--- src/rtl/bsm_pkg.sv ---
// Shared types and helpers for the bit-serial multiplier arbiter.
// Holds the sequencer state encoding, the default operand width and the requester-ID width helper.
package bsm_pkg;

  typedef enum logic [1:0] {
    IDLE  = 2'd0,
    ISSUE = 2'd1,
    WAIT  = 2'd2,
    RESP  = 2'd3
  } state_e;

  localparam int NB_DATA_DEF = 4;

  // Width of a requester index, never narrower than one bit.
  function automatic int id_width(input int n);
    if (n > 1) begin
      return $clog2(n);
    end else begin
      return 1;
    end
  endfunction

endpackage

--- src/rtl/bsm_arbiter_rr_select.sv ---
// Combinational round-robin picker: first asserted request at or above the pointer, wrapping to 0.
// Returns the grant as one-hot, as an index, and whether any request was found.
module rr_select
  import bsm_pkg::*;
#(
  parameter int N_REQ = 4
) (
  input  logic [N_REQ-1:0]            req_i,
  input  logic [id_width(N_REQ)-1:0]  ptr_i,
  output logic [N_REQ-1:0]            sel_o,
  output logic [id_width(N_REQ)-1:0]  idx_o,
  output logic                        any_o
);

  localparam int IW = id_width(N_REQ);

  logic [IW:0]   sum_s;
  logic [IW-1:0] cand_s;

  // Walk candidates ptr, ptr+1, ... modulo N_REQ and keep the first hit.
  always_comb begin
    sel_o  = '0;
    idx_o  = '0;
    any_o  = 1'b0;
    sum_s  = '0;
    cand_s = '0;
    for (int i = 0; i < N_REQ; i++) begin
      sum_s = {1'b0, ptr_i} + (IW+1)'(i);
      if (sum_s >= (IW+1)'(N_REQ)) begin
        sum_s = sum_s - (IW+1)'(N_REQ);
      end else begin
        sum_s = sum_s;
      end
      cand_s = sum_s[IW-1:0];
      if (!any_o && req_i[cand_s]) begin
        any_o         = 1'b1;
        idx_o         = cand_s;
        sel_o[cand_s] = 1'b1;
      end else begin
        any_o = any_o;
      end
    end
  end

endmodule

--- src/rtl/bsm_arbiter.sv ---
// Round-robin sequencer sharing one bit-serial multiplier among N_REQ requesters,
// with a watchdog on the multiplier's done pulse and a valid/ready response port.
module bsm_arbiter
  import bsm_pkg::*;
#(
  parameter int NB_DATA = NB_DATA_DEF,
  parameter int N_REQ   = 4,
  parameter int TIMEOUT = 32
) (
  input  logic                          i_clk,
  input  logic                          i_rst,
  input  logic [N_REQ-1:0]              i_req,
  input  logic [N_REQ*NB_DATA-1:0]      i_op_a,
  input  logic [N_REQ*NB_DATA-1:0]      i_op_b,
  output logic [N_REQ-1:0]              o_gnt,
  output logic                          o_mul_start,
  output logic [NB_DATA-1:0]            o_mul_a,
  output logic [NB_DATA-1:0]            o_mul_b,
  input  logic                          i_mul_done,
  input  logic [2*NB_DATA-1:0]          i_mul_prod,
  output logic                          o_rsp_valid,
  output logic [id_width(N_REQ)-1:0]    o_rsp_id,
  output logic [2*NB_DATA-1:0]          o_rsp_prod,
  output logic                          o_rsp_err,
  input  logic                          i_rsp_ready,
  output logic                          o_busy
);

  localparam int IW = id_width(N_REQ);
  localparam int PW = 2 * NB_DATA;
  localparam int CW = $clog2(TIMEOUT);
  localparam logic [CW-1:0] CNT_LAST = CW'(TIMEOUT - 1);
  localparam logic [IW-1:0] ID_LAST  = IW'(N_REQ - 1);

  state_e             state_q, state_d;
  logic [IW-1:0]      ptr_q, ptr_d;
  logic [IW-1:0]      id_q, id_d;
  logic [NB_DATA-1:0] a_q, a_d, b_q, b_d;
  logic [N_REQ-1:0]   gnt_q, gnt_d;
  logic [PW-1:0]      prod_q, prod_d;
  logic               err_q, err_d;
  logic [CW-1:0]      cnt_q, cnt_d;
  logic               start_q, valid_q, busy_q;

  logic [N_REQ-1:0]   sel_s;
  logic [IW-1:0]      idx_s;
  logic               any_s;
  logic [NB_DATA-1:0] a_sel_s, b_sel_s;
  logic [IW-1:0]      ptr_next_s;

  rr_select #(
    .N_REQ (N_REQ)
  ) u_rr_select (
    .req_i (i_req),
    .ptr_i (ptr_q),
    .sel_o (sel_s),
    .idx_o (idx_s),
    .any_o (any_s)
  );

  // Operand mux driven by the one-hot selection.
  always_comb begin
    a_sel_s = '0;
    b_sel_s = '0;
    for (int k = 0; k < N_REQ; k++) begin
      if (sel_s[k]) begin
        a_sel_s = i_op_a[k*NB_DATA +: NB_DATA];
        b_sel_s = i_op_b[k*NB_DATA +: NB_DATA];
      end else begin
        a_sel_s = a_sel_s;
        b_sel_s = b_sel_s;
      end
    end
  end

  assign ptr_next_s = (id_q == ID_LAST) ? '0 : id_q + IW'(1);

  // Sequencer next-state logic; done takes precedence over the watchdog.
  always_comb begin
    state_d = state_q;
    ptr_d   = ptr_q;
    id_d    = id_q;
    a_d     = a_q;
    b_d     = b_q;
    gnt_d   = '0;
    prod_d  = prod_q;
    err_d   = err_q;
    cnt_d   = cnt_q;
    case (state_q)
      IDLE: begin
        if (any_s) begin
          state_d = ISSUE;
          id_d    = idx_s;
          a_d     = a_sel_s;
          b_d     = b_sel_s;
          gnt_d   = sel_s;
        end else begin
          state_d = IDLE;
        end
      end
      ISSUE: begin
        state_d = WAIT;
        cnt_d   = '0;
      end
      WAIT: begin
        cnt_d = cnt_q + CW'(1);
        if (i_mul_done) begin
          prod_d  = i_mul_prod;
          err_d   = 1'b0;
          state_d = RESP;
        end else if (cnt_q == CNT_LAST) begin
          prod_d  = '0;
          err_d   = 1'b1;
          state_d = RESP;
        end else begin
          state_d = WAIT;
        end
      end
      RESP: begin
        if (i_rsp_ready) begin
          ptr_d   = ptr_next_s;
          state_d = IDLE;
        end else begin
          state_d = RESP;
        end
      end
      default: begin
        state_d = IDLE;
      end
    endcase
  end

  // State and output registers; strobes are decoded from the next state so they line up with it.
  always_ff @(posedge i_clk) begin
    if (i_rst) begin
      state_q <= IDLE;
      ptr_q   <= '0;
      id_q    <= '0;
      a_q     <= '0;
      b_q     <= '0;
      gnt_q   <= '0;
      prod_q  <= '0;
      err_q   <= 1'b0;
      cnt_q   <= '0;
      start_q <= 1'b0;
      valid_q <= 1'b0;
      busy_q  <= 1'b0;
    end else begin
      state_q <= state_d;
      ptr_q   <= ptr_d;
      id_q    <= id_d;
      a_q     <= a_d;
      b_q     <= b_d;
      gnt_q   <= gnt_d;
      prod_q  <= prod_d;
      err_q   <= err_d;
      cnt_q   <= cnt_d;
      start_q <= (state_d == ISSUE);
      valid_q <= (state_d == RESP);
      busy_q  <= (state_d != IDLE);
    end
  end

  assign o_gnt       = gnt_q;
  assign o_mul_start = start_q;
  assign o_mul_a     = a_q;
  assign o_mul_b     = b_q;
  assign o_rsp_valid = valid_q;
  assign o_rsp_id    = id_q;
  assign o_rsp_prod  = prod_q;
  assign o_rsp_err   = err_q;
  assign o_busy      = busy_q;

endmodule

--- config.mk ---
export PLATFORM = sky130hd
export DESIGN_NAME = bsm_arbiter
export DESIGN_NICKNAME = d
export VERILOG_FILES = /design/src/rtl/bsm_pkg.sv /design/src/rtl/bsm_arbiter_rr_select.sv /design/src/rtl/bsm_arbiter.sv
export SDC_FILE = /design/constraint.sdc
export NUM_CORES = 1
export LEC_CHECK = 0
export ABC_AREA = 1
export ABC_CLOCK_PERIOD_IN_PS = 3000
export CELL_PAD_IN_SITES_DETAIL_PLACEMENT = 1
export CELL_PAD_IN_SITES_GLOBAL_PLACEMENT = 1
export CORE_ASPECT_RATIO = 0.7
export CORE_MARGIN = 4
export CORE_UTILIZATION = 31
export DETAILED_ROUTE_END_ITERATION = 12
export PLACE_DENSITY = 0.78
export SETUP_SLACK_MARGIN = 0.05
export SLEW_MARGIN = 20
export SYNTH_ARGS = -nofsm -noshare
export SYNTH_HDL_FRONTEND = slang
export SYNTH_HIERARCHICAL = 1
export SYNTH_SLANG_ARGS = --single-unit
--- constraint.sdc ---
create_clock -name i_clk -period 3 [get_ports i_clk]
set_input_delay 0.6 -clock i_clk [delete_from_list [all_inputs] [get_ports i_clk]]
set_output_delay 0.6 -clock i_clk [all_outputs]
set_load 0.005 [all_outputs]
==> results.md, run 1 <==
- Status: completed
- # setup viols final: 0
- Vias in the first global route: 2302
- Hold Fails Final Rpt: 0
- Worst vdd ir: 0.280 mV
- Post-Route Setup TNS: 0 ps
- Layout Area Growth over Synthesis: 44.0%
- Setup CP Type: flop to flop
- Pre-CTS WS: 187 ps
- Core area: 6430 um^2
- First-pass GRT wire length: 11300 um
- Total global routing overflow: 0
- Critical-path cell list: inv_1 -> ha_1 -> inv_1 -> nand3_1 -> nand2_1 -> nor2_2 -> a21oi_1 -> nand3_1 -> inv_2 -> nand2_1 -> nand2_1 -> nand2_1 -> a21oi_1
- Die width: 107 um
- Slowest cell delay on critical path: 520 ps
- CP delay by family, top: simple AND/OR/NAND/NOR gates
- Drt first pass iters: 4
- Post-route ant nets: 0
- Min Hold Slack: 469 ps
- Syn Area/Cell: 6.91 um^2
- Crit path buffers/inverters: 3
- Worst EP arrival: 2870 ps
- Cell Area, Synth: 2110 um^2
- Crit-path most repeated cell: nand2_1
- Max_slew headroom: 0.532
- CTS Buf Count: 5
- P_leak: 1.32 nW
- Antenna diode count: 0
- Ys Warns: 6
- Commonest non-fill, non-tap cells in the layout: clkdlybuf4s50_1, nand2_1, nand3_1, a21oi_1, dfxtp_1
- Worst setup SP type: flop
- GRT met1 Usage: 0.236
- Die ar.: 8230 um^2
- Fmax: 0.372 GHz
- Grt met2 use: 0.253
- H-tree Lvls: 2
- Row Count: 24
- Worst-path clk slew: 70 ps
- Clock Sinks: 35
- Register bit total from synthesis: 35
- Via density: 4.81
- Share of cells above drive strength 1: 0.102
- Worst Setup End Kind: flop
- Yosys cell types: 28
- Overall power: 1.55 mW
- Final core occ: 0.474
- GR Util met3: 0.0512
- Routed WL per cell: 14.8 um
- Largest net degree at the start of global routing: 19
- Mapped Nets: 366
- Pwr/cell area: 508 nW/um^2
- GRT Max-Usage Layer: met2
- Fin worst setup slack: 312 ps
- Port Buffers: 73
- Final period utilization: 0.896
- Via total after detailed routing: 2268
- Initial DRC count: 90
- Post-Synthesis Cells: 306
- Initial Util: 0.329
- CP Max Fanout: 9
- Max-Cap Viols: 0
- Slew @ Worst Pin: 702 ps
- Minimum clock period: 2690 ps
- Die Y: 77.1 um
- GRT Util Overall: 0.169
- RSZ-0062 raised after global routing: no
- # IOs: 74
- GPL Wtd Cong: 0.876
- Initial antenna violation count: 0
- Seq/Total Area, Yosys: 0.331
- # DRC: 0
- Critical Path RT: 3180 ps
- Slew Limit Fails: 0
- CP max-delay cell: dfxtp_1
- CTS tree: yes
- Clock Path Buffers: 2
- Clk Latency, worst-skew pair: 290 ps
- Most common cell after layout, fill and taps aside: clkdlybuf4s50_1
- Routed WL: 6990 um
- Nets@finish: 440
- HPWL after DPL: 5430 um
- Root Driver: clkbuf_8
- Hold-fix buffers, CTS: 0
- Type of the worst min-delay path: flop to flop
- Worst Skew: 8.66 ps
==> stage by stage <==
stage | cells | instance area, um^2
after floorplan | 306 | 2110
after global placement | 464 | 2920
after detailed placement | 464 | 2920
after CTS | 472 | 3030
after global routing | 472 | 3050
final | 472 | 3050
==> final timing paths <==
check	startpoint	end	slack, ps	cells after the start
max	ptr_q[1]$_SDFFE_PP0P_	o_mul_a[3]$_SDFFE_PP0P_	310	13
min	o_mul_a[3]$_SDFFE_PP0P_	o_mul_a[3]$_SDFFE_PP0P_	470	2
max reg2reg	ptr_q[1]$_SDFFE_PP0P_	o_mul_a[3]$_SDFFE_PP0P_	310	13
min reg2reg	o_mul_a[3]$_SDFFE_PP0P_	o_mul_a[3]$_SDFFE_PP0P_	470	2
==> cell families (layout without fill, tap and decap cells) <==
kind of cell / count (synthesis) / in the layout / share of synthesized area
AND/OR/NAND/NOR: 173 / 173 / 0.385
adder cells (fa/ha/maj): 12 / 12 / 0.0710
flip-flops: 35 / 35 / 0.331
buffers and inverters: 37 / 112 / 0.0870
AO/OA/AOI/OAI: 49 / 49 / 0.125
==> metal layers <==
layer,wire length (um),vias to the layer above,share of wire
met5,0,-,0
met3,573,4,0.082
met2,3000,77,0.43
met1,3360,1028,0.48
li1,-,1159,-
met4,57,0,0.0081
==> worst reg2reg max path, delay by kind of cell (launching register included) <==
| kind | cells | cell delay (ps) |
|---|---|---|
| and+or+nand+nor | 7 | 990 |
| DFF | 1 | 520 |
| buffers and inverters | 3 | 480 |
| AOI/OAI and AO/OA | 2 | 180 |
| adders and majority gates | 1 | 420 |
==> synthesized netlist by cell type <==
cell type  number  area [um^2]
a21oi_1        36          180
nor2_4          1         11.3
buf_6           4         45.0
buf_2           5         25.0
clkinv_4        1         8.76
nand2_4         3         33.8
nor3_1          6         30.0
nand3_1        40          200
ha_1           12          150
o2bb2ai_1       1         8.76
nand2_2         8         50.1
buf_4           1         7.51
a31oi_1         1         6.26
nand2_1        71          267
inv_2           5         18.8
nor2_1         31          116
clkbuf_1        1         3.75
o211a_1         1         10.0
nand4_2         1         12.5
inv_1          20         75.1
a21boi_0        4         30.0
and2_1          1         6.26
nand3_4         1         17.5
or2_2           1         6.26
o21ai_0         6         30.0
nand3_2         2         20.0
dfxtp_1        35          701
nand4_1         7         43.8
==> sequential cells by signal, summed over array words and instances (netlist names) <==
signal / flops
o_rsp_prod: 8
cnt_q: 5
o_gnt: 4
o_mul_a: 4
o_mul_b: 4
o_rsp_id: 2
ptr_q: 2
state_q: 2
o_busy: 1
o_mul_start: 1
o_rsp_err: 1
o_rsp_valid: 1
==> what timing repair did <==
| action | in CTS | in global routing |
|---|---|---|
| endpoints found under the setup margin | 0 | 8 |
| resized for setup | 0 | 3 |
| setup buffers | 0 | 0 |
==> final cells by class <==
type | instances | area (um^2)
repair buffers | 78 | 768
inverters | 26 | 103
clock inverters | 2 | 35.0
multi-input cells | 234 | 1240
fillers | 837 | 3380
well taps | 91 | 114
clock buffers | 6 | 82.6
flip-flops and latches | 35 | 701
==> power breakdown <==
group / internal [mW] / total [mW] / switching [mW] / leakage [nW]
combinational: 0.251 / 0.551 / 0.300 / 0.970
sequential: 0.518 / 0.552 / 0.0340 / 0.285
clock: 0.269 / 0.444 / 0.175 / 0.0612
Power figures use the tool's default switching activity.
==> inputs of run 2 (changes only) <==
Settings changed: SLEW_MARGIN 20 to default.
==> results of run 2 <==
Same layout as run 1: the final DEF is identical, and so are final timing and power.
